File: src/rtl/bidir_barrel_shift_pipe_pkg.sv
// Shared definitions for the pipelined bidirectional barrel shifter:
// operation mode encodings and the log2 helper used to size amount and stage count.
package bbs_pkg;

    typedef enum logic [1:0] {
        MODE_ROT = 2'b00,
        MODE_LSH = 2'b01,
        MODE_ASH = 2'b10,
        MODE_RSV = 2'b11
    } mode_e;

    // Smallest n with 2**n >= value; exact log2 for the power-of-two widths used here.
    function automatic int log2(input int value);
        int result;
        result = 0;
        for (int i = 0; i < 31; i++) begin
            if ((1 << i) < value) result = i + 1;
        end
        return result;
    endfunction

endpackage

File: src/rtl/bidir_barrel_shift_pipe_stage.sv
// One registered barrel-shifter stage: conditionally shifts/rotates by 2**K when amt bit K is set.
// Optional flags (BARREL_SHIFT_FLAGS_EN) add a running carry-out and a zero flag.
module bbs_stage
    import bbs_pkg::*;
#(
    parameter  int WIDTH = 8,
    parameter  int K     = 0,
    localparam int SHW   = log2(WIDTH),
    localparam int S     = 1 << K
) (
    input  logic             clk,
    input  logic             rst,
    input  logic             advance,
    input  logic             prev_valid,
    input  logic [WIDTH-1:0] prev_data,
    input  logic [SHW-1:0]   prev_amt,
    input  logic             prev_left,
    input  logic [1:0]       prev_mode,
`ifdef BARREL_SHIFT_FLAGS_EN
    input  logic             prev_cout,
    output logic             zero,
    output logic             cout,
`endif
    output logic             valid,
    output logic [WIDTH-1:0] data,
    output logic [SHW-1:0]   amt,
    output logic             left,
    output logic [1:0]       mode
);

    // Arithmetic right fills from the current MSB; earlier stages already replicated the
    // original sign there, so no separate sign bit has to travel down the pipe.
    function automatic logic [WIDTH-1:0] step(input logic [WIDTH-1:0] d,
                                              input logic             to_left,
                                              input logic [1:0]       m);
        logic [WIDTH-1:0] r;
        case (m)
            MODE_LSH: r = to_left ? (d << S) : (d >> S);
            MODE_ASH: r = to_left ? (d << S) : WIDTH'($signed(d) >>> S);
            default:  r = to_left ? ((d << S) | (d >> (WIDTH - S)))
                                  : ((d >> S) | (d << (WIDTH - S)));
        endcase
        return r;
    endfunction

    logic [WIDTH-1:0] next_data;

    always_comb begin
        next_data = prev_data;
        if (prev_amt[K]) next_data = step(prev_data, prev_left, prev_mode);
    end

`ifdef BARREL_SHIFT_FLAGS_EN
    // The last bit to leave is the edge bit of whichever active stage shifts last.
    function automatic logic lost_bit(input logic [WIDTH-1:0] d, input logic to_left);
        return to_left ? d[WIDTH-S] : d[S-1];
    endfunction

    logic next_cout;

    always_comb begin
        next_cout = prev_cout;
        if (prev_amt[K]) next_cout = lost_bit(prev_data, prev_left);
    end

    always_ff @(posedge clk or posedge rst) begin
        if (rst) begin
            cout <= 1'b0;
            zero <= 1'b0;
        end else if (advance) begin
            cout <= next_cout;
            zero <= (next_data == '0);
        end
    end
`endif

    always_ff @(posedge clk or posedge rst) begin
        if (rst) begin
            valid <= 1'b0;
            data  <= '0;
            amt   <= '0;
            left  <= 1'b0;
            mode  <= MODE_ROT;
        end else if (advance) begin
            valid <= prev_valid;
            data  <= next_data;
            amt   <= prev_amt;
            left  <= prev_left;
            mode  <= prev_mode;
        end
    end

endmodule

File: src/rtl/bidir_barrel_shift_pipe.sv
// Pipelined bidirectional barrel shifter: log2(WIDTH) stages, one word per cycle, global stall.
// Define BARREL_SHIFT_FLAGS_EN to add the out_zero / out_cout result flags.
module bidir_barrel_shift_pipe
    import bbs_pkg::*;
#(
    parameter  int WIDTH = 8,
    localparam int SHW   = log2(WIDTH)
) (
    input  logic             clk,
    input  logic             rst,
    input  logic             in_valid,
    output logic             in_ready,
    input  logic [WIDTH-1:0] in_data,
    input  logic [SHW-1:0]   in_amt,
    input  logic             in_left,
    input  logic [1:0]       in_mode,
    output logic             out_valid,
    input  logic             out_ready,
    output logic [WIDTH-1:0] out_data
`ifdef BARREL_SHIFT_FLAGS_EN
   ,output logic             out_zero,
    output logic             out_cout
`endif
);

    // Every stage moves in lockstep; a held output freezes the whole pipe, bubbles included.
    logic advance;

    logic             valid_p [0:SHW];
    logic [WIDTH-1:0] data_p  [0:SHW];
    logic [SHW-1:0]   amt_p   [0:SHW];
    logic             left_p  [0:SHW];
    logic [1:0]       mode_p  [0:SHW];

    assign advance  = !out_valid || out_ready;
    assign in_ready = advance;

    assign valid_p[0] = in_valid;
    assign data_p[0]  = in_data;
    assign amt_p[0]   = in_amt;
    assign left_p[0]  = in_left;
    assign mode_p[0]  = in_mode;

`ifdef BARREL_SHIFT_FLAGS_EN
    logic cout_p [0:SHW];
    logic zero_p [1:SHW];

    assign cout_p[0] = 1'b0;
    assign out_cout  = cout_p[SHW];
    assign out_zero  = zero_p[SHW];
`endif

    for (genvar k = 0; k < SHW; k++) begin : g_stage
        bbs_stage #(
            .WIDTH (WIDTH),
            .K     (k)
        ) u_stage (
            .clk        (clk),
            .rst        (rst),
            .advance    (advance),
            .prev_valid (valid_p[k]),
            .prev_data  (data_p[k]),
            .prev_amt   (amt_p[k]),
            .prev_left  (left_p[k]),
            .prev_mode  (mode_p[k]),
`ifdef BARREL_SHIFT_FLAGS_EN
            .prev_cout  (cout_p[k]),
            .zero       (zero_p[k+1]),
            .cout       (cout_p[k+1]),
`endif
            .valid      (valid_p[k+1]),
            .data       (data_p[k+1]),
            .amt        (amt_p[k+1]),
            .left       (left_p[k+1]),
            .mode       (mode_p[k+1])
        );
    end

    assign out_valid = valid_p[SHW];
    assign out_data  = data_p[SHW];

endmodule

File: config.mk
export PLATFORM = sky130hd
export DESIGN_NAME = bidir_barrel_shift_pipe
export DESIGN_NICKNAME = d
export VERILOG_FILES = /design/src/rtl/bidir_barrel_shift_pipe_pkg.sv /design/src/rtl/bidir_barrel_shift_pipe_stage.sv /design/src/rtl/bidir_barrel_shift_pipe.sv
export SDC_FILE = /design/constraint.sdc
export NUM_CORES = 1
export LEC_CHECK = 0
export CAP_MARGIN = 30
export CORE_ASPECT_RATIO = 0.9
export CORE_MARGIN = 5
export CORE_UTILIZATION = 48
export DETAILED_ROUTE_END_ITERATION = 10
export PLACE_DENSITY = 0.71
export SYNTH_ARGS = -nofsm -noshare
export SYNTH_HDL_FRONTEND = slang
export SYNTH_SLANG_ARGS = --single-unit
export TNS_END_PERCENT = 50
File: constraint.sdc
create_clock -name clk -period 1.6 [get_ports clk]
set_input_delay 0.16 -clock clk [delete_from_list [all_inputs] [get_ports clk]]
set_output_delay 0.16 -clock clk [all_outputs]
set_load 0.05 [all_outputs]
=== Word-level counts from Yosys, hierarchy flattened ===
Index checks and enable logic that the tools add are counted.

* Bits in registers: 39
* Word-level logic and storage cells: 39
* Output and inout bits: 10

* Equal/unequal tests: 6
* Reductions and logical operators: 2
* Bitwise gates (word level): 5
* Multiplexer cells: 14

{| class="wikitable"
|+ Operators with widths
! operator !! count
|-
| 8-bit 2-to-1 mux || 11
|-
| 8-bit case mux with 2 select lines || 3
|-
| 6-bit by 8-bit OR with 8-bit output || 1
|-
| 7-bit by 8-bit OR with 8-bit output || 1
|-
| 8-bit by 1-bit OR with 8-bit output || 1
|-
| 8-bit by 2-bit OR with 8-bit output || 1
|-
| 8-bit by 4-bit OR with 8-bit output || 1
|-
| 2-bit by 1-bit == test with 1-bit output (second input constant) || 3
|-
| 2-bit == test (second input constant) || 3
|-
| 1-bit zero test || 1
|-
| 1-bit logical OR || 1
|}

=== Longest topological paths before layout ===
Gate-level depths: netlist of the first run.

* Depth after elaboration: 4
* Depth in mapped cells: 6

=== Hierarchy ===
A second synthesis of the first run with hierarchy kept.

* Cell total of the unflattened synthesis: 215
* Area, all modules: 2426.1 µm²

{| class="wikitable"
|+ By module, submodules not included
! module !! times used !! cells an instance !! area each (µm²) !! sequential area each (µm²)
|-
| bbs_stage (g_stage[1].u_stage) || 1 || 76 || 844.6 || 375.4
|-
| bbs_stage (g_stage[0].u_stage) || 1 || 74 || 799.5 || 375.4
|-
| bbs_stage (g_stage[2].u_stage) || 1 || 64 || 775.7 || 375.4
|-
| bidir_barrel_shift_pipe || 1 || 1 || 6.3 || 0.0
|}

=== Worst setup path after synthesis of the first run ===
Ideal clock, no wire load.

* Kind: register -> register
* Start point: register g_stage[2].u_stage.valid
* End point: register g_stage[1].u_stage.data[6]
* Stages on the path, launching flop included: 6
* Path slack: 20 ps
* Data arrival time: 1435 ps
* Library setup time: 145 ps
* Required time: 1455 ps
* Buffers on the path: 2
* Path through: dfrtp_1 nor2b_1 inv_1 buf_2 buf_2 a31oi_2

* Longest elaborated chain between the ends: 2

{| class="wikitable"
|+ Ends and longest elaborated chain
! what !! RTL line !! source
|-
| from (decl) || bidir_barrel_shift_pipe_stage.sv:24 || <nowiki>output logic valid,</nowiki>
|-
| from (signal assigned) || bidir_barrel_shift_pipe_stage.sv:85 || <nowiki>valid <= prev_valid;</nowiki>
|-
| 1-bit zero test || bidir_barrel_shift_pipe.sv:35 || <nowiki>assign advance = !out_valid || out_ready;</nowiki>
|-
| 1-bit logical OR || bidir_barrel_shift_pipe.sv:35 ||
|-
| named net in_ready || bidir_barrel_shift_pipe.sv:12 || <nowiki>output logic in_ready,</nowiki>
|-
| to (signal assigned) || bidir_barrel_shift_pipe_stage.sv:86 || <nowiki>data <= next_data;</nowiki>
|-
| to (decl) || bidir_barrel_shift_pipe_stage.sv:25 || <nowiki>output logic [WIDTH-1:0] data,</nowiki>
|}

The timed path passes the listed nets, and every way through them passes these cells.
A chain may end at the register's enable or synchronous reset.

=== Final worst setup path of the first run ===
* Start point: register g_stage[1].u_stage.mode[0]
* End point: register g_stage[2].u_stage.data[3]

* Longest elaborated chain between the ends: 3
* Elaborated cells between the ends (all ways): 4
* Those cells by class: 2 x eq/ne; 2 x mux

{| class="wikitable"
|+ Ends and longest elaborated chain
! what !! RTL line !! source
|-
| from (decl) || bidir_barrel_shift_pipe_stage.sv:28 || <nowiki>output logic [1:0] mode</nowiki>
|-
| from (signal assigned) || bidir_barrel_shift_pipe_stage.sv:89 || <nowiki>mode <= prev_mode;</nowiki>
|-
| 2-bit == test or 2-bit by 1-bit == test with 1-bit output (tied branches) || bidir_barrel_shift_pipe_stage.sv:37 || <nowiki>case (m)</nowiki>
|-
| 8-bit case mux with 2 select lines (*) || bidir_barrel_shift_pipe_stage.sv:37 ||
|-
| 8-bit 2-to-1 mux (*) || bidir_barrel_shift_pipe_stage.sv:50 || <nowiki>if (prev_amt[K]) next_data = step(prev_data, prev_left, prev_mode);</nowiki>
|-
| to (signal assigned) || bidir_barrel_shift_pipe_stage.sv:86 ||
|-
| to (decl) || bidir_barrel_shift_pipe_stage.sv:25 ||
|}

Every way passes the cells marked *; elsewhere a longest branch is shown, timed or not.

==> results of run 1 <==
-- timing repair --
item / 4_1_cts / 5_1_grt
setup endpoints to repair: 0 / 7
hold buffers: 0 / 0
gates resized for setup: 0 / 5
setup buffers: 0 / 0
-- worst max-delay path, stage by stage (launching register included) --
cell	delay [ns]
sky130_fd_sc_hd__dfrtp_1	0.37
sky130_fd_sc_hd__inv_1	0.07
sky130_fd_sc_hd__ha_1	0.34
sky130_fd_sc_hd__inv_1	0.09
sky130_fd_sc_hd__a21oi_1	0.13
sky130_fd_sc_hd__a221oi_1	0.34
sky130_fd_sc_hd__nor2_1	0.09
-- state kept, by name, summed over array words and instances (netlist names) --
name / count
g_stage.u_stage.mode: 4
g_stage.u_stage.amt: 3
g_stage.u_stage.left: 2
g_stage.u_stage.valid: 3
g_stage.u_stage.data: 24
-- cell usage after synthesis, types with 3 or more instances --
cell type,n
sky130_fd_sc_hd__buf_2,8
sky130_fd_sc_hd__nand2_1,49
sky130_fd_sc_hd__o21bai_1,3
sky130_fd_sc_hd__a21oi_1,9
sky130_fd_sc_hd__ha_1,9
sky130_fd_sc_hd__nor3b_1,3
sky130_fd_sc_hd__dfrtp_1,36
sky130_fd_sc_hd__o21ai_0,34
sky130_fd_sc_hd__nor2_1,19
sky130_fd_sc_hd__a221oi_1,6
sky130_fd_sc_hd__nand2b_1,4
sky130_fd_sc_hd__inv_1,13
sky130_fd_sc_hd__o211ai_1,6
sky130_fd_sc_hd__mux2i_1,12
sky130_fd_sc_hd__buf_4,9
-- area by class of cell --
class                   count  share of cell area (%)
repair buffers             38                    13.9
inverters                  13                    2.00
clock inverters             1                   0.307
clock buffers               7                    3.53
flip-flops and latches     36                    36.8
well taps                  48                    2.46
multi-input cells         167                    40.9
-- worst max path at each step --
stage / slack (ns) / depth (start not counted) / end / from
after global routing: -0.06 / 6 / g_stage[2].u_stage.data[1] / g_stage[1].u_stage.mode[0]
after detailed placement: -0.08 / 6 / g_stage[0].u_stage.data[7] / in_mode[0]
after global placement: -0.04 / 6 / g_stage[0].u_stage.data[7] / in_mode[0]
final: 0.07 / 6 / g_stage[2].u_stage.data[3] / g_stage[1].u_stage.mode[0]
after floorplan: 0.02 / 5 / g_stage[1].u_stage.data[6] / g_stage[2].u_stage.valid
after CTS: 0.07 / 6 / g_stage[2].u_stage.data[1] / g_stage[1].u_stage.mode[0]
-- per-stage QoR --
| step | utilization [%] | cell area, um^2 | hold WS [ns] | setup TNS (ns) | setup WS (ns) |
|---|---|---|---|---|---|
| after detailed placement | 56.7 | 2330 | 0.448 | -0.0776 | -0.0776 |
| after global placement | 56.7 | 2330 | 0.444 | -0.0372 | -0.0372 |
| final | 59.6 | 2440 | 0.271 | 0 | 0.0697 |
| after global routing | 59.6 | 2440 | 0.311 | -0.107 | -0.0649 |
| after floorplan | - | 2050 | 0.272 | 0 | 0.0202 |
| after CTS | 59.0 | 2420 | 0.277 | 0 | 0.0724 |
-- routing by layer --
metal / GRT usage [%] / part of all wire [%] / vias to the layer above
li1: - / - / 848
met1: 17.7 / 46 / 728
met2: 24.2 / 48 / 36
met3: 3.60 / 5.4 / 2
met4: 4.77 / 0.75 / 0
met5: 0 / 0 / -
-- power by group through the flow --
stage                     clock, uW  sequential, uW  combinational (uW)
after global placement            0            1580                1790
after floorplan                   0            1520                1490
after CTS                       682            1570                1830
final                           659            1580                1860
after detailed placement          0            1580                1830
after global routing            720            1640                2060
-- cell families (layout without fill, tap and decap cells) --
kind of cell / after synthesis / after routing / share of synthesized area [%]
buffers and inverters: 33 / 59 / 8.71
adders and majority gates: 9 / 9 / 5.48
and+or+nand+nor: 80 / 80 / 16.3
DFF: 36 / 36 / 43.8
AOI/OAI and AO/OA: 64 / 64 / 18.8
muxes: 14 / 14 / 6.94
==> metrics list, run 1 <==
* DRC violation count after routing: 0
- For the pin with the worst max-slew slack, the measured transition is 0.440 ns.
* Max Transition Viols Final: 0
* Pwr Density: 1680 nW/um^2
* Dominant register cell in the synthesized netlist: sky130_fd_sc_hd__dfrtp_1
- Once detail routing completed, the nets flagged for antenna violations numbered 0.
- Number of failing hold endpoints at the final stage: 0
- The detailed router finished its first iteration with 63 violations.
- After synthesis, the largest area contributor takes up 43.8% of total cell area.
- Final Critical Period: 1.53 ns
- After filler insertion, the fill cell instance count of the layout stands at 374.
- The worst register-to-register path has a setup slack of 0.07 ns.
* Async set-reset flop share out of synthesis: 100%
- Per report_power, the clock group accounts for 16.1% of the total.
- In the routed layout, each cell is associated on average with a via count of 5.21.
* Die outline width: 79.0 um
* Static Leak: 0.00113 uW
- Data on the critical path arrives at its endpoint at 1.69 ns.
- Classification of the worst-slack hold path: in2async
- Library cell with the largest summed area after synthesis: sky130_fd_sc_hd__dfrtp_1
* Final-stage net count: 288
- IR analysis of the VDD net gives a maximum drop of 0.596 mV.
- STA classifies the critical path endpoint as a flop.
- The analysis attributes to net switching a power of 1750 uW.
- Most frequent standard cell in the layout excluding fill and tap cells: sky130_fd_sc_hd__nand2_1
- Wire length of the first global-routing pass: 6520 um
- The cell count after synthesis came out at 236.
- The endpoint identified for the worst register-to-register timing path is g_stage[2].u_stage.data[3].
- Summing the sequential cell areas from Yosys gives 43.8% of the chip area.
- The initial antenna violation count was 0.
- In this run the tightest slew margin relative to its limit is 70.6%.
- The pre-antenna-repair detailed-routing pass consisted of 4 iterations.
- Required time reported for the critical path endpoint: 1.76 ns
- Total Wirelength: 3880 um
- Crit share post-route: 95.6%
- After synthesis the cells add up to 2050 um^2.
- Starting Density: 50.1%
* Number of nets in the synthesized netlist: 263
- Logic pwr share: 45.4%
* CTS buffer count: 5
- Number of synthesized register bits: 36
* Area of the multi-input gates: 1000 um^2
- TritonCTS Sinks: 36
- Input and output buffers added on the ports amount to 27.
* Half-perimeter wire length after detailed placement: 2890 um
- In the final routed layout, each cell accounts on average for 12.5 um.
- RD Place Congestion: 0.840
- TritonCTS built the clock tree.
- Once placement completed, the tool counted placed cells totaling 302.
* Floorplan Core Area: 4100 um^2
- Peak fanout along the critical path: 4
* Number of diodes: 0
* Die Ht: 72.1 um
- Based on the critical path, the design can be clocked at up to 653 MHz.
- Worst reg2reg startpoint: g_stage[1].u_stage.mode[0]
- Setup-failing EPs final: 0
- The run finished with clean final reports.
- FF+latch area: 901 um^2
- Sequential cells account for 38.5% of the total power.
- For this run, the number of Yosys warnings is 0.
* GRT Resource Usage Total: 14.2%
- In this run the core area contains 22 standard-cell rows.
* Layout-stage area growth over the synthesis result: 19.0%
* Design internal power: 2350 uW
- The setup path with the least slack is of type reg2reg.
* Master cell of the clock root buffer: sky130_fd_sc_hd__clkbuf_8
- Syn Area/Cell: 8.71 um^2
- CTS built an H-tree with a depth of 2.
* Maximum buffer depth of the clock tree: 2
- Entering global routing, the biggest net connects 37 pins.
- Clock transition at the registers of the reported paths: 0.07 ns
- Count of non-filler cells in the finished layout: 310
- Sw Share: 42.7%
- In the layout the commonest cells are sky130_fd_sc_hd__nand2_1 (49), sky130_fd_sc_hd__dfrtp_1 (36), sky130_fd_sc_hd__o21ai_0 (33).
- Path depth of the worst reg2reg path: 6
- For the final database, setup skew stands at 0.00921 ns.
* Power Total: 4100 uW
- RSZ-0062 raised after global routing: true
- Top cells by area in the synthesized netlist: sky130_fd_sc_hd__dfrtp_1 (44%), sky130_fd_sc_hd__nand2_1 (9.0%), sky130_fd_sc_hd__o21ai_0 (8.3%)
- Of the cells placed in the final design, the portion with a size suffix greater than 1 is 14.1%.
- Summed over all layers, the global routing overflow is 0.
- Yosys mapped a number of flops with a built-in enable equal to 0.
- The later pin in the worst-skew pair is clocked with a latency of 0.28 ns.
- Overall via count from detail_route: 1614
- The floorplan step defined a die boundary enclosing 5690 um^2.
- Maximum capacitance violations: 0
- I/O pin count: 28
- Vias in the first global route: 1520
- Number of distinct library cells after synthesis: 28
- STA classifies the critical path startpoint as a flop.
Power figures use the tool's default switching activity.
==> inputs of run 2 (changes only) <==
--- a/config.mk
+++ b/config.mk
@@ -7,7 +7,7 @@
 export LEC_CHECK = 0
 export CAP_MARGIN = 30
 export CORE_ASPECT_RATIO = 0.9
-export CORE_MARGIN = 5
+export CORE_MARGIN = 10
 export CORE_UTILIZATION = 48
 export DETAILED_ROUTE_END_ITERATION = 10
 export PLACE_DENSITY = 0.71
==> run 2 against run 1 <==
Net effect: die area rose by 28%; sequential share of layout area is essentially flat; total power about the same; worst hold slack lost 0.0085 ns; largest power group unchanged; critical path depth down 1.
==> metrics list, run 2 (synthesis results as in run 1) <==
* Routed length on met2: 1730 um (-7.6%)
- Total Wirelength: 3880 um (about the same)
- Routed wl met3: 248 um (+18%)
- Required time reported for the critical path endpoint: 1.81 ns (+0.05 ns)
- The worst clock skew is 0.00622 ns (-0.00298 ns).
- Maximum achievable frequency: 641 MHz (-1.9%)
- Total cell area at the placement stage: 2330 um^2 (+0.22%)
* Starting Density: 50.1% (unchanged)
- The count of buffering cells on the critical path with inverters included was 1 (-1).
- Crit path arrival time: 1.77 ns (+0.08 ns)
- The length of routed wiring on met1 came to 1840 um (+3.5%).
- The weighted congestion reported at the end of routability-driven placement came to 0.856 (+1.9%).
* Pin count of the biggest net entering global routing: 37 (unchanged)
- The die outline area was 7300 um^2 (+28%).
* DRC violation count after routing: 0 (unchanged)
- Post-route cell area: 2450 um^2 (+0.10%)
- Clock transition at the registers of the reported paths: 0.07 ns (about the same)
* Minimum setup slack after placement: -0.0840 ns (-0.00648 ns)
* GRT Resource Usage Total: 11.2% (-3.1 points)
- Number of failing hold endpoints at the final stage: 0 (unchanged)
* Most frequent standard cell in the layout excluding fill and tap cells: sky130_fd_sc_hd__nand2_1
- The critical path starts at g_stage[1].u_stage.mode[0].
* Setup-failing EPs final: 0 (unchanged)
* Max incr delay on CP: 0.37 ns (about the same)
- The average detailed-routed wire length per instance is 12.6 um (+0.35%).
* Initial antenna violation count: 0 (unchanged)
- Worst-case headroom to the max-slew limit: 71.0% (+0.38 points)
- Wire length of the first global-routing pass: 6450 um (-1.1%)
* Top Family by Delay on Critical Path: flip-flops
- The flip-flop count of the largest register, all copies and words added came to 24 (unchanged).
* Pwr Density: 1680 nW/um^2 (about the same)
- Floorplan Core Area: 4100 um^2 (unchanged)
- g_stage.u_stage.data holds more flip-flops than any other register.
* Result of the run: completed
- The critical path goes through inv_1 > ha_1 > nor3_1 > o21ai_0 > o21ai_0.
- The static leakage was 0.00113 uW (about the same).
- RSZ-0062 raised after global routing: true
- CTS buffer count: 5 (unchanged)
* Post-CTS Hold Fix Bufs: 0 (unchanged)
* Master cell of the clock root buffer: sky130_fd_sc_hd__clkbuf_8
- The HPWL after detailed placement was 2960 um (+2.2%).
- The final count of pins violating max slew was 0 (unchanged).
- Fraction of layout cells with a size suffix above 1: 13.4% (-0.71 points)
- 1st-iter DRT viols: 32 (-49%)
- Setup Crit Path Kind: reg2reg
* Maximum capacitance violations: 0 (unchanged)
* FF+latch area: 901 um^2 (unchanged)
- The first-pass detailed-route iteration total was 4 (unchanged).
- The via count of the first global-routing pass is 1475 (-3.0%).
- IO buf count: 27 (unchanged)
* Slowest cell on crit path: sky130_fd_sc_hd__dfrtp_1
- Final Critical Period: 1.56 ns (+0.0302 ns)
- Routed signal wires occupy layers up through met4.
* TritonCTS Sinks: 36 (unchanged)
* Overflow left after global routing: 0 (unchanged)
* Number of diodes: 0 (unchanged)
- Final-stage net count: 287 (-0.35%)
* Peak fanout along the critical path: 4 (unchanged)
- Critical path launch point type: flop
- The via total after detailed routing came to 1615 (+0.062%).
- The multi-input gate area in the final layout is 998 um^2 (-0.25%).
- CTS tree: yes
* Antenna viol nets, final: 0 (unchanged)
- The utilization after layout came to 59.7% (+0.061 points).
* Capture instance of the worst register-to-register path: g_stage[2].u_stage.data[5]
* Buffers inserted during post-CTS setup optimization: 0 (unchanged)
- H-tree levels: 2 (unchanged)
* Worst setup slack after layout: 0.0396 ns (-0.0302 ns)
- The height of the chip is 82.1 um (+14%).
- The maximum clock insertion buffer count was 2 (unchanged).
- The transition time at the pin with the least slew margin was 0.435 ns (-0.00571 ns).
* Crit share post-route: 97.5% (+1.9 points)
* Maximum vdd drop: 0.538 mV (-9.8%)
- Reg-to-reg setup timing slack: 0.04 ns (-0.03 ns)
* Latest clock arrival within the worst-skew pair: 0.29 ns (about the same)
- The worst setup path is captured at a flop.
- I/O pin count: 28 (unchanged)
* Die outline width: 89.0 um (+13%)
- The worst register-to-register path begins at g_stage[1].u_stage.mode[0].
- Most numerous cell on the critical path: sky130_fd_sc_hd__o21ai_0
* Classification of the worst-slack hold path: in2async
- Path depth of the worst reg2reg path: 5 (-1)
* Post-detailed-route via-to-cell ratio: 5.23 (+0.39%)
- Relative to the synthesized area, the layout overhead comes to 19.1%.
* Top flop regs: g_stage.u_stage.data x24, g_stage.u_stage.mode x4
- Number of core rows: 22 (unchanged)
* Layout filler cell count: 365 (-2.4%)
- Leaving out fill and tap cells, the most frequent cells in the layout are sky130_fd_sc_hd__nand2_1 (49), sky130_fd_sc_hd__dfrtp_1 (36), sky130_fd_sc_hd__o21ai_0 (34).
[run 2: layout make-up]
type | instances | share of cell area, %
clock buffer | 7 | 3.53
multi-input combinational | 167 | 40.8
inverter | 13 | 1.99
sequential | 36 | 36.8
clock inverter | 1 | 0.307
tap | 48 | 2.45
timing repair buffer | 37 | 14.1
[run 2: tightest hold or removal path, cell delays in order]
cell and delay (ns):
sky130_fd_sc_hd__clkdlybuf4s50_1 0.39, sky130_fd_sc_hd__inv_1 0.05, sky130_fd_sc_hd__buf_4 0.38
[run 2: metrics by stage]
step	hold WS, ns	setup TNS, ns	total power (uW)	std cells
6_report	0.262	0	4100	309
5_1_grt	0.312	-0.0570	4430	309
4_1_cts	0.272	0	4090	309
3_5_place_dp	0.447	-0.0840	3410	301
3_3_place_gp	0.442	-0.0372	3370	301
2_1_floorplan	0.272	0	3010	236
[run 2: timing repair]
action	CTS	global route
gates resized for setup	1	3
endpoints found under the hold margin	0	0
setup endpoints to repair	1	2
cloned	0	0
[run 2: per-layer routing]
layer	track usage, %	up-vias
met5	0	-
met4	4.92	0
met3	4.95	8
met2	17.1	31
met1	13.4	730
li1	-	846
[run 2: power breakdown]
| group | internal, uW | switching [uW] | total [uW] |
|---|---|---|---|
| Sequential | 1270 | 311 | 1580 |
| Clock | 349 | 314 | 664 |
| Combinational | 740 | 1120 | 1860 |
| Total | 2360 | 1750 | 4100 |
[run 2: worst max-delay path by stage]
| stage | endpoint | slack, ns | cells after the start |
|---|---|---|---|
| after CTS | g_stage[2].u_stage.data[3] | 0.03 | 6 |
| after detailed placement | g_stage[0].u_stage.data[7] | -0.08 | 6 |
| final | g_stage[2].u_stage.data[5] | 0.04 | 5 |
| after floorplan | g_stage[1].u_stage.data[6] | 0.02 | 5 |
| after global placement | g_stage[0].u_stage.data[7] | -0.04 | 6 |
| after global routing | g_stage[2].u_stage.data[5] | -0.03 | 5 |
==> inputs of run 3 (changes only) <==
--- a/config.mk
+++ b/config.mk
@@ -5,6 +5,7 @@
 export SDC_FILE = /design/constraint.sdc
 export NUM_CORES = 1
 export LEC_CHECK = 0
+export ABC_CLOCK_PERIOD_IN_PS = 1600
 export CAP_MARGIN = 30
 export CORE_ASPECT_RATIO = 0.9
 export CORE_MARGIN = 10
==> results of run 3 <==
Final layout, timing and power as in run 2 (identical DEF).
==> edit 1 (settings of run 3) <==
`WIDTH` is set to 8 in 2 places; all go to 7.
--- a/src/rtl/bidir_barrel_shift_pipe_stage.sv
+++ b/src/rtl/bidir_barrel_shift_pipe_stage.sv
@@ -3,7 +3,7 @@
 module bbs_stage
     import bbs_pkg::*;
 #(
-    parameter  int WIDTH = 8,
+    parameter  int WIDTH = 7,
     parameter  int K     = 0,
     localparam int SHW   = log2(WIDTH),
     localparam int S     = 1 << K
--- a/src/rtl/bidir_barrel_shift_pipe.sv
+++ b/src/rtl/bidir_barrel_shift_pipe.sv
@@ -3,7 +3,7 @@
 module bidir_barrel_shift_pipe
     import bbs_pkg::*;
 #(
-    parameter  int WIDTH = 8,
+    parameter  int WIDTH = 7,
     localparam int SHW   = log2(WIDTH)
 ) (
     input  logic             clk,
Interface: changed (resized in_data and out_data); port bits go from 28 to 26. The function was not compared with the original's and may differ.
==> edit 1 against run 3 <==
  * Worst setup slack improved by 43 ps
  * Hold slack improved by 3.2 ps
  * Highest routed layer unchanged
  * Critical endpoint is now in_ready
  * Routed wire length rose by 11%
  * Synthesized area rose by 2.1%
  * Critical path type is now reg -> out
  * Total power rose by 0.93%
  * Clock skew rose by 2.0 ps
  * Final area rose by 0.72%
  * Sequential share of layout area fell by 3.3 points
  * Sequential cell count fell by 3
==> edit 1: results (changes against run 3) <==
| Metric | Value |
|---|---|
| Input/output buffers | `25 (-7.4%)` |
| Synth area leaders | `dfrtp_1 (39%), mux2i_1 (7.6%), ha_1 (5.4%)` |
| Vias/cell | `5.284 (+1.1%)` |
| Peak VDD IR | `0.0006470 V (+20%)` |
| Post-synthesis net count | `249 (-5.3%)` |
| Worst slew pin tran | `492.0 ps (+57.27 ps)` |
| Crit path from | `g_stage[2].u_stage.valid` |
| Status | `finished, final reports clean` |
| Layout Skew | `8.236 ps (+2.013 ps)` |
| Total Wirelength | `4.323 mm (+11%)` |
| Synth Area in Adders | `0.05367 (-0.001144)` |
| Leading registers by flop count | `g_stage.u_stage.data x21, g_stage.u_stage.mode x4` |
| Worst Reg-to-Reg Cells | `4 (-1)` |
| GRT Total Usage | `0.1289 (+0.01715)` |
| Post-DR wirelength/cell | `14.13 µm (+12%)` |
| Worst R2R End | `g_stage[2].u_stage.data[3]` |
| HPWL after DPL | `3.260 mm (+10%)` |
| Largest net degree at the start of global routing | `34 (-8.1%)` |
| Layout cells sized above 1 | `0.1707 (+0.03663)` |
| Fillers | `384 (+5.2%)` |
| Worst EP arrival | `1360 ps (-410 ps)` |
| Compound-Gate Fraction of Synth Area | `0.2016 (+0.01397)` |
| Drt first-iter violations | `93 (+190%)` |
| Nets | `271 (-5.6%)` |
| Placed cells | `298 (-1.0%)` |
| Mux share of post-synthesis cell area | `0.1139 (+0.04447)` |
| Routability cong. | `0.8240 (-3.7%)` |
| R2R Setup Slk | `100 ps (+60 ps)` |
| Synth cell count leaders | `dfrtp_1 (33), nand2_1 (28), mux2i_1 (16), nor2_1 (15), a211oi_1 (11)` |
| Syn_area_per_cell | `9.409 µm² (+8.1%)` |
## edit 1: changes by cell type after synthesis, moves of 5 or more
cell | run 3 | this run
a211oi_1 | 1 | 11
and3b_1 | 0 | 5
a221oi_1 | 6 | 0
o31ai_1 | 0 | 5
o21ai_0 | 34 | 8
mux2_2 | 2 | 7
buf_2 | 8 | 3
a21o_1 | 0 | 8
nand2_1 | 49 | 28
## edit 1: cells by family after synthesis
logic type	after synthesis
buf+inv	31
fa+ha+maj	9
compound gates	60
mux	23
flops	33
simple gates	67
## edit 1: critical path: stages, from the launching register on
cell,delay [ps]
dfrtp_2,430
nor2b_2,180
inv_2,120
buf_6,170
buf_6,170
## edit 1: per-stage QoR
step                      hold WS, ps  total power (µW)  instance area (µm²)  setup slack (ps)  utilization
after floorplan                 272.5              3068                 2102             117.1            -
after global placement          449.8              3496                 2371             41.97       0.5704
after detailed placement        462.4              3551                 2371             12.68       0.5704
after CTS                       282.0              4159                 2457             37.28       0.5912
after global routing            308.0              4472                 2465             6.041       0.5930
final                           265.4              4140                 2465             82.09       0.5930
## edit 1: cell type report
type | instances | share of cell area
Multi-Input combinational cell | 159 | 0.4477
Sequential cell | 33 | 0.3355
Timing Repair Buffer | 35 | 0.1360
Tap cell | 60 | 0.03046
Clock buffer | 6 | 0.02944
Inverter | 11 | 0.01675
Clock inverter | 2 | 0.004061
## edit 1: power breakdown
part | switching, µW | leakage [µW] | internal [µW]
Clock | 303 | 0.0000450 | 301
Combinational | 1120 | 0.000746 | 892
Sequential | 365 | 0.000394 | 1160
Total | 1790 | 0.00119 | 2350
## edit 1: layer usage
layer / GRT usage / up-vias / part of all wire
met5: 0 / - / 0
met4: 0.06349 / 0 / 0.027
met1: 0.1540 / 745 / 0.47
li1: - / 825 / -
met2: 0.2051 / 36 / 0.45
met3: 0.04207 / 11 / 0.053
==> edit 2 (settings of run 3) <==
Without the edit above. Add an input register stage for `in_mode`; this delays it by one clock. The other inputs are not delayed to match.
--- a/src/rtl/bidir_barrel_shift_pipe.sv
+++ b/src/rtl/bidir_barrel_shift_pipe.sv
@@ -23,6 +23,12 @@
 `endif
 );
 
+    logic [1:0] in_mode_q;
+
+    always_ff @(posedge clk) begin
+        in_mode_q <= in_mode;
+    end
+
     // Every stage moves in lockstep; a held output freezes the whole pipe, bubbles included.
     logic advance;
 
@@ -39,7 +45,7 @@
     assign data_p[0]  = in_data;
     assign amt_p[0]   = in_amt;
     assign left_p[0]  = in_left;
-    assign mode_p[0]  = in_mode;
+    assign mode_p[0]  = in_mode_q;
 
 `ifdef BARREL_SHIFT_FLAGS_EN
     logic cout_p [0:SHW];
Behaviour: not the same (a bounded check fails within 4 cycles, from zero or initial values and one cycle with rst high).
==> edit 2 against run 3 <==
  * Sequential share of layout area up 0.58 points
  * Sequential power up 3%
  * Routed wire length up 3.0%
  * Synthesized area up 1.8%
  * Utilization up 0.87 points
  * Worst setup slack better by 59 ps
  * Critical path depth up 1
  * Sequential cell count up 2
  * Total power up 8.5%
  * Final area up 2.8%
==> edit 2: results (changes against run 3) <==
| Metric | Value |
|---|---|
| Status | `finished, final reports clean` |
| Crit path from | `g_stage[1].u_stage.mode[1]` |
| DP Area | `0.002362 mm² (+1.3%)` |
| Via Count | `1575 (-2.5%)` |
| Post-CTS sizing | `0 (-1)` |
| Post-synth ARST share | `0.9474 (-0.05263)` |
| Fillers | `378 (+3.6%)` |
| DRT Pass-1 Iters | `4 (unchanged)` |
| Combinational power share | `0.406 (-0.047)` |
| R2R Setup Slk | `100 ps (+60 ps)` |
| Layout cells sized above 1 | `0.1298 (-0.004329)` |
| Post-synthesis net count | `265 (+0.76%)` |
| Compound-Gate Fraction of Synth Area | `0.1818 (-0.005758)` |
| Worst Reg-to-Reg Cells | `6 (+1)` |
| Synth area leaders | `dfrtp_1 (43%), nand2_1 (9.2%), o21ai_0 (7.9%)` |
| Top delay family on crit path | `compound AO/OA/AOI/OAI gates` |
| Input/output buffers | `27 (unchanged)` |
| Layout Skew | `11.83 ps (+5.610 ps)` |
| First-pass GRT wire length | `6.879 mm (+6.6%)` |
| Fin crit share | `0.9385 (-0.03680)` |
| Sequential power | `1630 µW (+3%)` |
| Final Hold Slack | `251.4 ps (-10.76 ps)` |
| Synth cell count leaders | `nand2_1 (51), dfrtp_1 (36), o21ai_0 (33), nor2_1 (19)` |
| Clock buffer depth | `2 (unchanged)` |
| Seq/Total Area, Yosys | `0.4498 (+0.01127)` |
| HPWL after DPL | `2.958 mm (about the same)` |
| Slew margin rel. | `0.7069 (-0.003334)` |
| Post-DR wirelength/cell | `12.42 µm (-1.2%)` |
| P_leak | `0.001155 µW (+2.7%)` |
| Mux share of post-synthesis cell area | `0.06818 (-0.001246)` |
| Routability cong. | `0.8407 (-1.7%)` |
| Worst EP arrival | `1680 ps (-90 ps)` |
| Largest net degree at the start of global routing | `48 (+30%)` |
| Nets | `288 (+0.35%)` |
| GRT Total Usage | `0.1167 (+0.005001)` |
| Switch share | `0.3953 (-0.03035)` |
| CP max FO | `4 (unchanged)` |
| Drt first-iter violations | `66 (+110%)` |
| CTS root buf | `clkbuf_8` |
| CP max stage delay | `400 ps (+30 ps)` |
| Peak VDD IR | `0.0006327 V (+18%)` |
| Worst R2R End | `g_stage[2].u_stage.data[2]` |
| Number of distinct library cells after synthesis | `30 (+7.1%)` |
| Setup slack at placement | `67.59 ps (+151.6 ps)` |
[edit 2: area by class of cell]
cell class,count,area share
Timing Repair Buffer,35,0.1263
Multi-Input combinational cell,168,0.3938
Clock inverter,2,0.02387
Inverter,13,0.01939
Sequential cell,38,0.3739
Tap cell,60,0.02984
Clock buffer,6,0.03282
[edit 2: stage by stage]
stage | power [µW] | utilization | cells
6_report | 4450 | 0.6054 | 322
5_1_grt | 4767 | 0.6054 | 322
4_1_cts | 4461 | 0.6026 | 322
3_5_place_dp | 3454 | 0.5683 | 314
3_3_place_gp | 3424 | 0.5683 | 314
2_1_floorplan | 3067 | - | 238
[edit 2: metal layers]
metal  track usage  vias to the layer above  wire length, µm
li1              -                      846                -
met4       0.06190                        0               92
met1        0.1323                      683             1909
met2        0.1986                       37             1770
met3       0.03033                        9              227
met5             0                        -                0
